### src/rtl/iob_reg_pipe_vr.sv
// Elastic DEPTH-stage pipeline register with valid/ready handshake, clock enable,
// synchronous clear and a registered occupancy count. Empty stages collapse bubbles.
module iob_reg_pipe_vr #(
  parameter int                DATA_W  = 21,
  parameter int                DEPTH   = 2,
  parameter logic [DATA_W-1:0] RST_VAL = {DATA_W{1'b0}}
) (
  input  logic                         clk_i,
  input  logic                         cke_i,
  input  logic                         arst_n_i,
  input  logic                         rst_i,
  input  logic                         in_valid_i,
  input  logic [DATA_W-1:0]            in_data_i,
  output logic                         in_ready_o,
  output logic                         out_valid_o,
  output logic [DATA_W-1:0]            out_data_o,
  input  logic                         out_ready_i,
  output logic [$clog2(DEPTH+1)-1:0]   level_o
);

  localparam int LVL_W = $clog2(DEPTH+1);

  logic [DEPTH-1:0]  r_v;
  logic [DATA_W-1:0] r_d [DEPTH];
  logic [LVL_W-1:0]  r_level;

  logic              w_go;
  logic              w_accept;
  logic              w_emit;
  logic [DEPTH-1:0]  w_en;
  logic [DEPTH-1:0]  w_src_v;
  logic [DATA_W-1:0] w_src_d [DEPTH];

  assign w_go = cke_i & ~rst_i;

  // A stage may load when it, or any stage downstream of it, is empty, or the sink takes a word.
  always_comb begin : stage_enables
    logic v_full;
    v_full = 1'b1;
    w_en   = {DEPTH{1'b0}};
    for (int k = DEPTH-1; k >= 0; k--) begin
      v_full  = v_full & r_v[k];
      w_en[k] = w_go & (out_ready_i | ~v_full);
    end
  end

  // Source of each stage: the upstream port for stage 0, the preceding stage otherwise.
  always_comb begin : stage_sources
    w_src_v    = {DEPTH{1'b0}};
    w_src_v[0] = in_valid_i;
    w_src_d[0] = in_data_i;
    for (int k = 1; k < DEPTH; k++) begin
      w_src_v[k] = r_v[k-1];
      w_src_d[k] = r_d[k-1];
    end
  end

  assign in_ready_o  = w_en[0];
  assign out_valid_o = r_v[DEPTH-1] & ~rst_i;
  assign out_data_o  = r_d[DEPTH-1];
  assign level_o     = r_level;
  assign w_accept    = in_valid_i & w_en[0];
  assign w_emit      = out_valid_o & out_ready_i & cke_i;

  // Stage valid/data registers; a bubble advances without overwriting held data.
  always_ff @(posedge clk_i or negedge arst_n_i) begin
    if (!arst_n_i) begin
      r_v <= {DEPTH{1'b0}};
      for (int k = 0; k < DEPTH; k++) r_d[k] <= RST_VAL;
    end else if (cke_i && rst_i) begin
      r_v <= {DEPTH{1'b0}};
      for (int k = 0; k < DEPTH; k++) r_d[k] <= RST_VAL;
    end else begin
      for (int k = 0; k < DEPTH; k++) begin
        if (w_en[k]) begin
          r_v[k] <= w_src_v[k];
          if (w_src_v[k]) r_d[k] <= w_src_d[k];
        end
      end
    end
  end

  // Occupancy counter tracks accepted minus emitted words.
  always_ff @(posedge clk_i or negedge arst_n_i) begin
    if (!arst_n_i) begin
      r_level <= {LVL_W{1'b0}};
    end else if (cke_i) begin
      if (rst_i) r_level <= {LVL_W{1'b0}};
      else       r_level <= r_level + LVL_W'(w_accept) - LVL_W'(w_emit);
    end else begin
      r_level <= r_level;
    end
  end

endmodule

### config.mk
export PLATFORM = sky130hd
export DESIGN_NAME = iob_reg_pipe_vr
export DESIGN_NICKNAME = d
export VERILOG_FILES = /design/src/rtl/iob_reg_pipe_vr.sv
export SDC_FILE = /design/constraint.sdc
export NUM_CORES = 1
export LEC_CHECK = 0
export BUFFER_PORTS_ARGS = -buffer_cell sky130_fd_sc_hd__buf_2
export CORE_UTILIZATION = 51
export DETAILED_ROUTE_END_ITERATION = 8
export PLACE_DENSITY = 0.78
export SYNTH_ARGS = -nofsm -noshare
export SYNTH_HDL_FRONTEND = slang
export SYNTH_SLANG_ARGS = --single-unit
export TNS_END_PERCENT = 100
### constraint.sdc
create_clock -name clk_i -period 2.8 [get_ports clk_i]
set_clock_uncertainty 0.1 [all_clocks]
set_input_delay 0.56 -clock clk_i [delete_from_list [all_inputs] [get_ports clk_i]]
set_output_delay 0.56 -clock clk_i [all_outputs]
set_load 0.01 [all_outputs]
# Yosys cells after proc, flatten, opt, wreduce, memory -nomap -nowiden
# Cells that the tools add are included.
[word_totals]
elab_cells = 36
register_bits = 46
[op_classes]
reduce_logical = 7
n_addsub = 2
n_bitwise = 13
mux = 9
[op_table]
columns = ["cell", "n"]
rows = [
  ["$mux 21", 4],
  ["$mux 42", 1],
  ["$and 1x1->1", 8],
  ["$reduce_bool 2->1", 4],
  ["$mux 2", 2],
  ["$reduce_and 2->1", 2],
  ["$not 1->1", 3],
  ["$add 2x1->2", 1],
  ["$mux 1", 2],
  ["$or 1x1->1", 2],
  ["$sub 2x1->2", 1],
  ["$logic_and 1x1->1", 1],
]

# Logic depth before layout (Yosys ltp)
# Gate-level depths: netlist of run 1.
[logic_depth]
depth_word = 8
depth_mapped = 12
mapped_depth_nobuf = 10

# Least setup slack after synthesis of run 1
# OpenSTA, ideal clock, no wires.
[synth_timing]
path_kind = "input-to-reg"
start = "input cke_i"
end = "register r_level[1], in the netlist level_o[1]"
n_path_buf = 2
required_time_ps = 2618
setup_time_ps = 82
slack_ps = 483
t_arrival_ps = 2134
path_stages = 12
path_cell_list = "buf_4 > nor2b_4 > and3_4 > buf_6 > inv_1 > ha_1 > inv_1 > ha_1 > xnor2_1 > nor3b_1 > a21oi_1 > o22ai_1"
[synth_via]
elab_chain_len = 6
elab_cells_between_ends = 7
classes_between = "add/sub: 2; mux: 1; bitwise: 4"
[synth_lines]
columns = ["element", "line_no", "source"]
rows = [
  ["start: declaration", "9", "input logic cke_i,"],
  ["$and 1x1->1", "34", "assign w_go = cke_i & ~rst_i;"],
  ["$and 1x1->1", "43", "w_en[k] = w_go & (out_ready_i | ~v_full);"],
  ["$and 1x1->1", "62", "assign w_accept = in_valid_i & w_en[0];"],
  ["$add 2x1->2", "89", "else r_level <= r_level + LVL_W'(w_accept) - LVL_W'(w_emit);"],
  ["$sub 2x1->2", "89", ""],
  ["$mux 2", "88", "if (rst_i) r_level <= {LVL_W{1'b0}};"],
  ["end signal: assignment", "88", ""],
  ["end signal: assignment", "89", ""],
  ["end signal: assignment", "91", "r_level <= r_level;"],
  ["end: declaration", "25", "logic [LVL_W-1:0] r_level;"],
]
# Parallel ways exist; a longest one is shown, timed or not.
# A chain may end at the register's enable or synchronous reset.

# Worst setup path in the final report of run 1
# Ends and elaborated chain as after synthesis.

==> flow_summary.yaml, run 1 <==
detailed_routing:
  first_pass_iters: 4
  vias: 1276
  wl_per_cell_um: 16.3
  viasPerCell: 5.62
  routed_wl_um: 3710
  ant_nets: 0
  drt_iter0_drc: 67
  drc: 0
synthesis:
  netlist_instances: 148
  ys.warnings.count: 0
  synth_edf_count: 0
  synthFlopType: "dfrtp_1"
  avgSynthCellArea_um2: 13.2
  synthXorXnorAreaFrac_pct: 0.448
  synth_compound_area_share_pct: 21.9
  synth_largest_area_cell: "dfrtp_1"
  yosys_register_bits: 46
  synth.distinct_cells: 23
  synthTopCellsByCount: "46 x dfrtp_1, 42 x a22o_1, 24 x buf_4"
  synth_fa_ha_area_share_pct: 1.28
  netlist_area_um2: 1950
  synth_top_family_by_area: "compound AO/OA/AOI/OAI gates"
  synth_fp_nets: 177
  ys_seq_area_share_pct: 58.9
  synthSimpleGateAreaFrac_pct: 4.23
  yosysMostFrequentCell: "dfrtp_1"
  yosys-top-cells-area: "dfrtp_1 59%, a22o_1 19%, buf_4 9.2%, buf_6 2.3%, ha_1 1.3%"
  synth.top_cell.area_share_pct: 58.9
  async_flop_share_pct: 100
  synth.area.mux_share_pct: 0
clock_tree:
  clkSinkCount: 46
  cts_resized: 0
  cts_tree: "built"
  holdBufCountCts: 0
  max-clock-path-buffers: 2
  cts_setup_buffers: 0
  cts_made_buffers: 5
  root_buffer: "clkbuf_8"
  insertion_delay_ns: 0.30
  path_clk_slew_ns: 0.09
  htreeDepth: 2
pwr:
  pwr-share-comb_pct: 10.0
  power.density_nw_per_um2: 678
  internal_power_mw: 1.16
  p_sw_mw: 0.329
  p_leak_nw: 1.18
  seqPwrFrac_pct: 49.7
  pwr-share-clk_pct: 40.3
  ir_drop_uv: 347
  power.share.switching_pct: 22.2
cells_and_area:
  stdcell_count: 227
  drive_gt1_share_pct: 35.8
  diodes: 0
  nets: 207
  syn2layout_area_growth_pct: 12.2
placed_design:
  dp_cells: 219
  hpwlAfterDp_um: 2510
  portBuffers: 51
  globalplace.congestion: 0.805
timing:
  finalCriticalPeriod_ns: 2.12
  tightest_slew_ns: 0.960
  setup_tns_ns: 0
  drv_slew: 0
  fmax_mhz: 471
  hold_violations: 0
  relSlewSlack_pct: 36.0
  setup_viol: 0
  rsz0062_at_grt: "false"
  fin_crit_sh_pct: 75.9
global_routing:
  antenna_found_initial: 0
  grt_pass1_vias: 1369
  grt_pass1_wl_um: 6530
  grt_start_max_net_pins: 47
  grt_overflow_total: 0
  grt_usage_pct: 21.1
critical_path:
  path_max_fanout: 10
  rr_startpoint: "r_v[0]$_DFFE_PN0P_"
  r2r-end: "level_o[1]$_DFFE_PN0P_"
  cp-end-kind: "flip-flop"
  ff2ff_setup_slack_ns: 0.72
  path_class: "in -> reg"
  startpoint_type: "input port"
  slowest_delay_ns: 0.26
  crit_end: "level_o[1]$_DFFE_PN0P_"
  cp.depth: 11
  cpMaxStageDelayCell: "ha_1"
  arrival_ns: 2.25
  cp_top_family: "simple AND/OR/NAND/NOR gates"
  worstPathCellList: "buf_2 -> nor2b_4 -> and3_4 -> inv_1 -> ha_1 -> inv_1 -> ha_1 -> xnor2_1 -> nor3b_1 -> a21oi_1 -> o22ai_1"
  startpoint: "cke_i"
  reg2reg_depth: 10
  critPathBufInv: 3
  required_ns: 2.92
die:
  die-area_um2: 4080
  start_util_pct: 53.3
  rows: 22
  core_um2: 3660
  dieWidth_um: 63.9
  io_pins: 52
  die_y_um: 63.9
flow_run:
  cap_viol_max_count: 0
run_status:
  status: "finished, final reports clean"
worst_hold_path:
  hold_path_class: "in -> async"
[stage by stage]
stage	setup slack, ns	power (mW)	area, um2	utilization [%]	hold slack [ns]
after global routing	0.564	1.55	2190	59.8	0.379
after global placement	0.558	0.891	2050	55.9	0.376
after CTS	0.698	1.50	2190	59.8	0.353
after floorplan	0.483	0.848	1950	-	0.164
final	0.676	1.49	2190	59.8	0.302
after detailed placement	0.376	0.901	2050	55.9	0.384
[how the worst min path moves through the flow]
stage | from | endpoint | depth (start not counted)
after floorplan | arst_n_i | level_o[0]$_DFFE_PN0P_ | 0
after global placement | r_d[24]$_DFFE_PN0P_ | out_data_o[3]$_DFFE_PN0P_ | 1
after detailed placement | r_d[28]$_DFFE_PN0P_ | r_d[28]$_DFFE_PN0P_ | 1
after CTS | arst_n_i | r_d[29]$_DFFE_PN0P_ | 1
after global routing | in_data_i[19] | r_d[40]$_DFFE_PN0P_ | 2
final | arst_n_i | r_d[29]$_DFFE_PN0P_ | 1
[layout by cell type (no fill, tap or decap)]
cell       Yosys  final
buf_2          2     51
dfrtp_1       46     46
a22o_1        42     42
inv_1          6      6
clkbuf_8       0      6
o22ai_1        3      3
and3_1         2      2
and2_1         2      2
nand2_1        2      2
a21boi_0       2      2
ha_1           2      2
bufinv_16      0      2
buf_4         24      2
nor2b_4        1      1
nand3b_1       1      1
and3_4         1      1
nor2_1         1      1
nand2b_1       1      1
a21o_1         1      1
o21ai_0        1      1
o21ai_2        1      1
xnor2_1        1      1
nor3b_1        1      1
a21oi_1        1      1
[cell families (layout without fill, tap and decap cells)]
| logic type | count (synthesis) | count (layout) |
|---|---|---|
| simple gates | 12 | 12 |
| compound gates | 51 | 51 |
| fa+ha+maj | 2 | 2 |
| flops | 46 | 46 |
| buf+inv | 36 | 67 |
| xor+xnor | 1 | 1 |
[cell type report]
cell class,count,area [um2]
Timing Repair Buffer,53,270
Clock inverter,2,60.1
Fill cell,289,1470
Clock buffer,6,82.6
Multi-Input combinational cell,66,544
Sequential cell,46,1150
Inverter,6,22.5
Tap cell,48,60.1
[state kept, by name (all words and copies together), names as in the netlist]
signal      count
level_o         2
out_data_o     21
r_v             2
r_d            21
[power groups by stage]
| stage | Clock (mW) | Sequential (mW) | Combinational (mW) |
|---|---|---|---|
| final | 0.599 | 0.738 | 0.149 |
| after floorplan | 0 | 0.744 | 0.104 |
| after CTS | 0.608 | 0.738 | 0.151 |
| after detailed placement | 0 | 0.750 | 0.150 |
| after global placement | 0 | 0.747 | 0.144 |
| after global routing | 0.641 | 0.744 | 0.166 |
[per-layer routing]
layer | up-vias | global-route usage (%) | share of wire, %
li1 | 578 | - | -
met1 | 654 | 28.4 | 46
met2 | 39 | 32.6 | 48
met3 | 5 | 6.61 | 5.4
met4 | 0 | 6.82 | 1.0
met5 | - | 0 | 0
Power figures use the tool's default switching activity.
==> inputs of run 2 (changes only) <==
--- a/config.mk
+++ b/config.mk
@@ -6,9 +6,9 @@
 export NUM_CORES = 1
 export LEC_CHECK = 0
 export BUFFER_PORTS_ARGS = -buffer_cell sky130_fd_sc_hd__buf_2
-export CORE_UTILIZATION = 51
+export CORE_UTILIZATION = 46
 export DETAILED_ROUTE_END_ITERATION = 8
-export PLACE_DENSITY = 0.78
+export PLACE_DENSITY = 0.74
 export SYNTH_ARGS = -nofsm -noshare
 export SYNTH_HDL_FRONTEND = slang
 export SYNTH_SLANG_ARGS = --single-unit
==> constraint.sdc (replaced) <==
create_clock -name clk_i -period 1.8 [get_ports clk_i]
set_clock_uncertainty 0.1 [all_clocks]
set_input_delay 0.36 -clock clk_i [delete_from_list [all_inputs] [get_ports clk_i]]
set_output_delay 0.36 -clock clk_i [all_outputs]
set_load 0.01 [all_outputs]
==> run 2 against run 1 <==
Against the previous run:
- non-clock buffer count is 10 higher
- design area increased by 4.8%
- sequential share of layout area shrank 2.4 points
- flip-flop and latch count unchanged
- count of clock-buffer cells in the layout down 1
- first-iteration DRC count increased by 22%
- total power increased by 38%
- critical path depth fell by 1
- clock power up 4.2%
==> flow_summary.yaml, run 2 (same netlist as run 1, synthesis figures left out) <==
global_routing:
  antenna_found_initial: 0
  grt_start_max_net_pins: 25
  grt_usage_pct: 20.6
  grt_overflow_total: 0
  grt_pass1_vias: 1331
  grt_pass1_wl_um: 6590
pwr:
  ir_drop_uv: 404
  p_leak_nw: 1.22
  pwr-share-clk_pct: 30.5
  seqPwrFrac_pct: 56.0
  pwr-share-comb_pct: 13.5
  p_sw_mw: 0.538
  power.density_nw_per_um2: 892
  p_total_mw: 2.05
  power.share.switching_pct: 26.3
  internal_power_mw: 1.51
timing:
  finalCriticalPeriod_ns: 1.78
  relSlewSlack_pct: 64.3
  fin_ws_ns: 0.0153
  hold_violations: 0
  fin_crit_sh_pct: 99.1
  rsz0062_at_grt: "true"
  drv_slew: 0
  tightest_slew_ns: 0.535
  setup_tns_ns: 0
  setup_viol: 0
  fmax_mhz: 560
worst_hold_path:
  hold_path_class: "in -> reg"
  hold_start: "in_data_i[13]"
  min_path_cells: 2
  holdPathEnd: "r_d[34]$_DFFE_PN0P_"
critical_path:
  arrival_ns: 1.87
  ff2ff_setup_slack_ns: 0.02
  reg2reg_depth: 10
  rr_startpoint: "r_v[1]$_DFFE_PN0P_"
  path_max_fanout: 2
  cp-end-kind: "flip-flop"
  startpoint_type: "flip-flop"
  r2r-end: "level_o[1]$_DFFE_PN0P_"
  required_ns: 1.89
  path_class: "reg -> reg"
die:
  rows: 23
  dieWidth_um: 67.2
  io_pins: 52
  core_um2: 4030
  start_util_pct: 48.5
  die_y_um: 67.2
  die-area_um2: 4510
clock_tree:
  cts_tree: "built"
  clkSinkCount: 46
  insertion_delay_ns: 0.30
  cts_made_buffers: 5
  root_buffer: "clkbuf_8"
  htreeDepth: 2
  path_clk_slew_ns: 0.08
  max-clock-path-buffers: 2
detailed_routing:
  viasPerCell: 5.47
  vias: 1307
  ant_nets: 0
  routed_wl_um: 4070
  wl_per_cell_um: 17.0
  drt_iter0_drc: 82
  drc: 0
  first_pass_iters: 4
flow_run:
  cap_viol_max_count: 0
cells_and_area:
  mostFrequentLayoutCell: "buf_2"
  nets: 217
  diodes: 0
  stdcell_count: 239
  final_cell_mix: "51 x buf_2, 46 x dfrtp_1, 42 x a22o_1"
  drive_gt1_share_pct: 42.3
  syn2layout_area_growth_pct: 17.6
placed_design:
  dp_cells: 229
  hpwlAfterDp_um: 2840
  portBuffers: 51
  globalplace.congestion: 0.711
  dp_slack_ns: -0.195
run_status:
  status: "finished, final reports clean"
==> run 2: repair_timing <==
| action | in CTS | in global routing |
|---|---|---|
| buffers inserted | 1 | 0 |
| pin swaps | 4 | 0 |
| hold buffers | 1 | 0 |
| gates resized for setup | 1 | 2 |
| hold endpoints to repair | 22 | 0 |
| setup endpoints to repair | 1 | 22 |
==> run 2: worst max-delay path, stage by stage, from the launching register on <==
cell and delay, ns:
dfrtp_1 0.38, nand3b_1 0.11, and3_4 0.21, inv_4 0.04, ha_4 0.24, inv_2 0.03, ha_4 0.16, xnor2_4 0.14
nor3b_2 0.06, a21oi_1 0.13, o22ai_1 0.08
==> run 2: worst max path at each step <==
| stage | to | cells after the start | from |
|---|---|---|---|
| final | level_o[1]$_DFFE_PN0P_ | 10 | r_v[1]$_DFFE_PN0P_ |
| after global routing | level_o[1]$_DFFE_PN0P_ | 10 | r_v[0]$_DFFE_PN0P_ |
| after CTS | level_o[1]$_DFFE_PN0P_ | 10 | r_v[0]$_DFFE_PN0P_ |
| after detailed placement | level_o[1]$_DFFE_PN0P_ | 11 | cke_i |
| after global placement | level_o[1]$_DFFE_PN0P_ | 11 | rst_i |
| after floorplan | level_o[1]$_DFFE_PN0P_ | 12 | cke_i |
==> run 2: metrics by stage <==
| step | area, um2 | utilization, % | hold slack (ns) |
|---|---|---|---|
| after global routing | 2300 | 57.0 | 0.180 |
| after detailed placement | 2170 | 53.9 | 0.268 |
| after global placement | 2170 | 53.9 | 0.259 |
| after floorplan | 2000 | - | -0.0356 |
| after CTS | 2280 | 56.7 | 0.171 |
| final | 2300 | 57.0 | 0.179 |
==> run 2: final cells by class <==
type	instances	area, um2
Clock buffer	5	68.8
Inverter	6	25.0
Multi-Input combinational cell	66	594
Fill cell	346	1730
Timing Repair Buffer	63	373
Clock inverter	3	21.3
Sequential cell	46	1150
Tap cell	50	62.6
==> run 2: power groups by stage <==
stage                     Clock, mW  Combinational (mW)  Sequential, mW
final                         0.624               0.277            1.15
after CTS                     0.640               0.280            1.15
after detailed placement          0               0.270            1.17
after global routing          0.686               0.307            1.16
after floorplan                   0               0.168            1.16
after global placement            0               0.257            1.16
==> run 2: metal layers <==
layer	wire [um]	up-vias	global-route usage (%)
met3	200	6	4.22
met5	0	-	0
met1	1680	666	25.9
li1	-	595	-
met2	2130	40	34.5
met4	53	0	8.78
